$ cat src/rtl/wash_cycle_controller.sv
// wash_cycle_controller: wash-cycle sequencer driving valve, heater, pump and motor.
// Optional PREWASH_EN inserts a PREWASH state after FILL for modes with wash_mode[0]=1.
module wash_cycle_controller #(
   parameter int FILL_TIMEOUT = 64,
   parameter int HEAT_TIMEOUT = 128,
   parameter int WASH_CYCLES  = 16,
   parameter int RINSE_CYCLES = 8,
   parameter int DRAIN_CYCLES = 8,
   parameter int SPIN_CYCLES  = 12
`ifdef PREWASH_EN
   , parameter int PREWASH_CYCLES = 6
`endif
) (
   input  logic       clk_i,
   input  logic       rst_ni,
   input  logic       start_i,
   input  logic       pause_i,
   input  logic       cancel_i,
   input  logic       door_closed_i,
   input  logic       water_full_i,
   input  logic [2:0] wash_mode_i,
   input  logic [5:0] target_temp_i,
   input  logic [5:0] water_temp_i,
   output logic       temp_adjust_en_o,
   output logic       door_lock_o,
   output logic       water_valve_o,
   output logic       heater_on_o,
   output logic       drain_pump_o,
   output logic       motor_on_o,
   output logic       motor_fast_o,
   output logic       done_o,
   output logic       fault_o,
   output logic [3:0] state_o
);
   typedef enum logic [3:0] {
      IDLE = 4'd0, FILL = 4'd1, HEAT = 4'd2, WASH = 4'd3, DRAIN = 4'd4,
      RINSE = 4'd5, SPIN = 4'd6, DONE = 4'd7, FAULT = 4'd8
`ifdef PREWASH_EN
      , PREWASH = 4'd9
`endif
   } state_e;

   state_e      state_q, state_d, heat_state;
   logic [15:0] timer_q, timer_d, tdec, wash_len, heat_timer;
   logic [1:0]  rinses_q, rinses_d, mode_q, mode_d;
   logic [5:0]  target_q, target_d;
   logic        cancel_q, cancel_d, hold, tz, run_d;

   function automatic logic is_locked(input state_e s);
`ifdef PREWASH_EN
      return s inside {FILL, HEAT, WASH, DRAIN, RINSE, SPIN, PREWASH};
`else
      return s inside {FILL, HEAT, WASH, DRAIN, RINSE, SPIN};
`endif
   endfunction

   assign tdec       = timer_q - 16'd1;
   assign tz         = timer_q == 16'd0;
   assign wash_len   = 16'(WASH_CYCLES * (int'(mode_q) + 1));
   // a zero target needs no heating, so the water goes straight to WASH
   assign heat_state = (target_q == 6'd0) ? WASH : HEAT;
   assign heat_timer = (target_q == 6'd0) ? wash_len - 16'd1 : 16'(HEAT_TIMEOUT - 1);
   assign run_d      = !hold;
   assign state_o    = state_q;

   // next-state: cancel beats pause/door, which beats timeouts and sensor exits
   always_comb begin
      state_d  = state_q;
      timer_d  = timer_q;
      cancel_d = cancel_q;
      rinses_d = rinses_q;
      mode_d   = mode_q;
      target_d = target_q;
      hold     = 1'b0;
      if (is_locked(state_q) && cancel_i && state_q != DRAIN) begin
         cancel_d = 1'b1;
         state_d  = DRAIN;
         timer_d  = 16'(DRAIN_CYCLES - 1);
      end else if (is_locked(state_q) && !cancel_i && (pause_i || !door_closed_i)) begin
         hold = 1'b1;
      end else begin
         case (state_q)
            IDLE: if (start_i && door_closed_i) begin
               state_d  = FILL;
               timer_d  = 16'(FILL_TIMEOUT - 1);
               mode_d   = wash_mode_i[1:0];
               target_d = target_temp_i;
               rinses_d = wash_mode_i[2] ? 2'd2 : 2'd1;
               cancel_d = 1'b0;
            end
            FILL: if (water_full_i) begin
`ifdef PREWASH_EN
               state_d = mode_q[0] ? PREWASH : heat_state;
               timer_d = mode_q[0] ? 16'(PREWASH_CYCLES - 1) : heat_timer;
`else
               state_d = heat_state;
               timer_d = heat_timer;
`endif
            end else if (tz) state_d = FAULT;
            else timer_d = tdec;
            HEAT: if (water_temp_i >= target_q) begin
               state_d = WASH;
               timer_d = wash_len - 16'd1;
            end else if (tz) state_d = FAULT;
            else timer_d = tdec;
            WASH: begin
               state_d = tz ? DRAIN : WASH;
               timer_d = tz ? 16'(DRAIN_CYCLES - 1) : tdec;
            end
            DRAIN: begin
               cancel_d = cancel_q | cancel_i;
               if (!tz) timer_d = tdec;
               else if (cancel_q || cancel_i) state_d = DONE;
               else if (rinses_q != 2'd0) begin
                  state_d  = RINSE;
                  timer_d  = 16'(RINSE_CYCLES - 1);
                  rinses_d = rinses_q - 2'd1;
               end else begin
                  state_d = SPIN;
                  timer_d = 16'(SPIN_CYCLES - 1);
               end
            end
            RINSE: begin
               state_d = tz ? DRAIN : RINSE;
               timer_d = tz ? 16'(DRAIN_CYCLES - 1) : tdec;
            end
            SPIN: begin
               state_d = tz ? DONE : SPIN;
               timer_d = tz ? 16'd0 : tdec;
            end
`ifdef PREWASH_EN
            PREWASH: begin
               state_d = tz ? heat_state : PREWASH;
               timer_d = tz ? heat_timer : tdec;
            end
`endif
            DONE:  state_d = (!door_closed_i || start_i) ? IDLE : DONE;
            FAULT: state_d = cancel_i ? IDLE : FAULT;
            default: state_d = IDLE;
         endcase
      end
   end

   // state registers and output decodes of the state being entered
   always_ff @(posedge clk_i or negedge rst_ni) begin
      if (!rst_ni) begin
         state_q          <= IDLE;
         timer_q          <= 16'd0;
         cancel_q         <= 1'b0;
         rinses_q         <= 2'd0;
         mode_q           <= 2'd0;
         target_q         <= 6'd0;
         temp_adjust_en_o <= 1'b1;
         door_lock_o      <= 1'b0;
         water_valve_o    <= 1'b0;
         heater_on_o      <= 1'b0;
         drain_pump_o     <= 1'b0;
         motor_on_o       <= 1'b0;
         motor_fast_o     <= 1'b0;
         done_o           <= 1'b0;
         fault_o          <= 1'b0;
      end else begin
         state_q          <= state_d;
         timer_q          <= timer_d;
         cancel_q         <= cancel_d;
         rinses_q         <= rinses_d;
         mode_q           <= mode_d;
         target_q         <= target_d;
         temp_adjust_en_o <= state_d == IDLE;
         door_lock_o      <= is_locked(state_d);
         water_valve_o    <= run_d && (state_d == FILL || state_d == RINSE);
         heater_on_o      <= run_d && state_d == HEAT;
         drain_pump_o     <= run_d && (state_d == DRAIN || state_d == SPIN);
`ifdef PREWASH_EN
         motor_on_o       <= run_d && state_d inside {WASH, RINSE, SPIN, PREWASH};
`else
         motor_on_o       <= run_d && state_d inside {WASH, RINSE, SPIN};
`endif
         motor_fast_o     <= run_d && state_d == SPIN;
         done_o           <= state_d == DONE;
         fault_o          <= state_d == FAULT;
      end
   end
endmodule
$ cat config.mk
export PLATFORM = sky130hd
export DESIGN_NAME = wash_cycle_controller
export DESIGN_NICKNAME = d
export VERILOG_FILES = /design/src/rtl/wash_cycle_controller.sv
export SDC_FILE = /design/constraint.sdc
export NUM_CORES = 1
export LEC_CHECK = 0
export CAP_MARGIN = 20
export CORE_MARGIN = 2
export CORE_UTILIZATION = 38
export CTS_CLUSTER_DIAMETER = 40
export CTS_CLUSTER_SIZE = 12
export DETAILED_ROUTE_END_ITERATION = 16
export PLACE_DENSITY_LB_ADDON = 0.2
export SLEW_MARGIN = 40
export SYNTH_ARGS = -nofsm -noshare
export SYNTH_HDL_FRONTEND = slang
export SYNTH_SLANG_ARGS = --single-unit
export TNS_END_PERCENT = 20
$ cat constraint.sdc
create_clock -name clk_i -period 2.8 [get_ports clk_i]
set_input_delay 0.56 -clock clk_i [delete_from_list [all_inputs] [get_ports clk_i]]
set_output_delay 0.56 -clock clk_i [all_outputs]
set_load 0.05 [all_outputs]
==> reports/metrics.cfg <==
[power]
switching_share_pct=43.4
p_sw_mw=1.79
p_int_mw=2.33
pwr-share-seq_pct=23.1
finalPower_mw=4.13
combPwrFrac_pct=63.1
p_leak_nw=1.72
power_frac_clock_pct=13.8
power_density_nw_per_um2=1060
irDropWorstVdd_v=0.000496

[critical_path]
cp_common_cell=or3b_4
crit_type=flop to flop
slowest_delay_ns=0.40
critPathLaunchType=flop
cp.arrival_ns=2.97
cp_slowest_cell=or3b_4
crit_family=simple AND/OR/NAND/NOR gates
cp-end-kind=flop
path_buf_inv=2
path_max_fanout=6
worstPathRequired_ns=2.99
path_cells=inv_2 -> ha_4 -> or3b_4 -> nor4_4 -> buf_6 -> mux2_4 -> or3b_4 -> o2bb2ai_4 -> xnor2_1 -> a31o_2

[cells_and_area]
final_area_um2=3890
finish.utilization_pct=53.1
regArea_um2=1000
area_delta_synth_final_pct=33.7
drive_gt1_share_pct=21.1
final_cells=526
finalNetCount=460
fill_cells=697
insertedDiodeCount=0
multi_input_area_um2=1810

[routing]
vias_per_cell=5.50
first_pass_iters=5
drc_errors=0
num_vias=2891
routedWlPerCell_um=14.9
detail-route-antenna-nets=0
drt-total-wl_um=7840
drtIter0Drc=200

[placement]
place_hpwl_um=5930
post-place-ws_ns=-0.185
place.gp.congestion=0.888
post_dp_cell_area_um2=3700
port_buffers=34
dp.cells=515

[sta]
layout_min_cycle_time_ns=2.78
hold_viol_final=0
setup_slack_ns=0.0155
fin_crit_sh_pct=99.4
finalSetupViolCount=0
fin_skew_ns=0.0103
tightestPinTransition_ns=0.546
rsz0062_at_grt=true
maxSlewViolCount=0
fmax_mhz=359
relSlewSlack_pct=63.3

[global_routing]
grt_max_degree=41
grt.total_usage_pct=19.3
grt_antenna_before_repair=0
grt_pass1_wl_um=13100
grt_pass1_vias=2652
grt_overflow=0

[floorplan]
start_util_pct=39.7
die_h_um=91.5
core_um2=7330
rows=31
io_pins=35
dieArea_um2=8380
fp.dieW_um=91.5

[logic_synthesis]
synth.avg_cell_area_um2=8.34
ys_types=71
netlist_top_cells_area=dfrtp_1 34%, nand2_1 5.7%, o21ai_0 5.3%
ys.flop_type=dfrtp_1
ys_ff_latch=40
yosysWarnings=0
syn_area_um2=2910
yosysTopAreaCell=dfrtp_1
synth_top_area_share_pct=33.5
yosys-top-cells-count=44 x nand2_1, 39 x dfrtp_1, 31 x nor2_1, 31 x o21ai_0, 20 x a21oi_1
synth_nets=383
syn_inst=349
yosysMostFrequentCell=nand2_1
yosysSeqAreaShare_pct=34.4
synth_enable_flop_cells=0
async_reset_ff_share_pct=100

[clocking]
cts_root_buf=clkbuf_8
clock_latency_ns=0.30
cts.sinks=40
cts_tree=yes
clk_path_buf_depth=2
clk_pin_slew_worst_paths_ns=0.09
cts_buffers=5
htree_levels=2

[run]
maxCapViolCount=0

[worst_hold_path]
hp-class=input pin to asynchronous set/reset pin

[status]
status=complete, no violations

## path summary, 6_finish.rpt
kind / slack (ns) / depth (start not counted) / end / from
max: 0.02 / 10 / motor_on_o / timer_q[0]
min: 0.23 / 1 / timer_q[3] / rst_ni
max reg2reg: 0.02 / 10 / motor_on_o / timer_q[0]
min reg2reg: 0.51 / 2 / target_q[0] / target_q[0]
max in group asynchronous: 2.18 / 1 / temp_adjust_en_o / rst_ni
min in group clk_i: 0.51 / 2 / target_q[0] / target_q[0]
## per-stage QoR
step	hold WS [ns]	setup TNS, ns
6_report	0.235	0
5_1_grt	0.277	-0.134
4_1_cts	0.249	0
3_5_place_dp	0.506	-1.34
3_3_place_gp	0.502	-0.482
2_1_floorplan	0.264	0
## cell type report
class / count / area share (%)
sequential: 40 / 25.7
timing repair buffer: 86 / 19.1
inverter: 21 / 2.03
clock inverter: 2 / 1.54
tap: 99 / 3.18
clock buffer: 6 / 1.86
multi-input combinational: 272 / 46.5
## logic make-up after synthesis
family / after synthesis / share of synthesized area, %
adders and majority gates: 14 / 5.85
AOI/OAI and AO/OA: 106 / 25.3
muxes: 5 / 1.81
DFF: 40 / 34.4
xor gates and xnor gates: 6 / 1.81
and+or+nand+nor: 141 / 25.3
buffers and inverters: 37 / 5.50
## power groups by stage
stage | Combinational [mW] | Clock [mW] | Sequential (mW)
floorplan | 1.48 | 0 | 1.10
global placement | 2.49 | 0 | 0.963
detailed placement | 2.52 | 0 | 0.965
CTS | 2.55 | 0.587 | 0.955
global route | 2.84 | 0.608 | 0.985
finish | 2.60 | 0.569 | 0.954
## metal layers
layer	GRT usage [%]	up-vias	share of wire [%]
met1	26.5	1362	45
met2	31.8	93	48
met4	5.56	0	1.6
li1	-	1426	-
met3	2.49	10	5.2
met5	0	-	0
## repair_timing
item	CTS	global route
pin swaps	1	6
setup buffers	2	1
setup endpoints to repair	2	11
resized for setup	1	7
hold buffers	0	0
cloned	0	0
## flip-flops by register name (all words and copies together), names as in the netlist, 2 cells and up
name and count:
timer_q 16, rinses_q 2, state_o 4, target_q 6, mode_q 2
## cells in the final DEF (no fill, tap or decap), types with 5 or more instances in the layout
master and instances:
buf_4 51, nand2_1 44, dfrtp_1 39, clkdlybuf4s50_1 33, nor2_1 31, o21ai_0 31, a21oi_1 20, inv_1 17
nor3_1 12, ha_1 11, nand2b_1 8, nand3_1 7, a31oi_1 6, nor2b_1 5, and2_1 5, clkbuf_8 5
(Power assumes the default switching activity.)
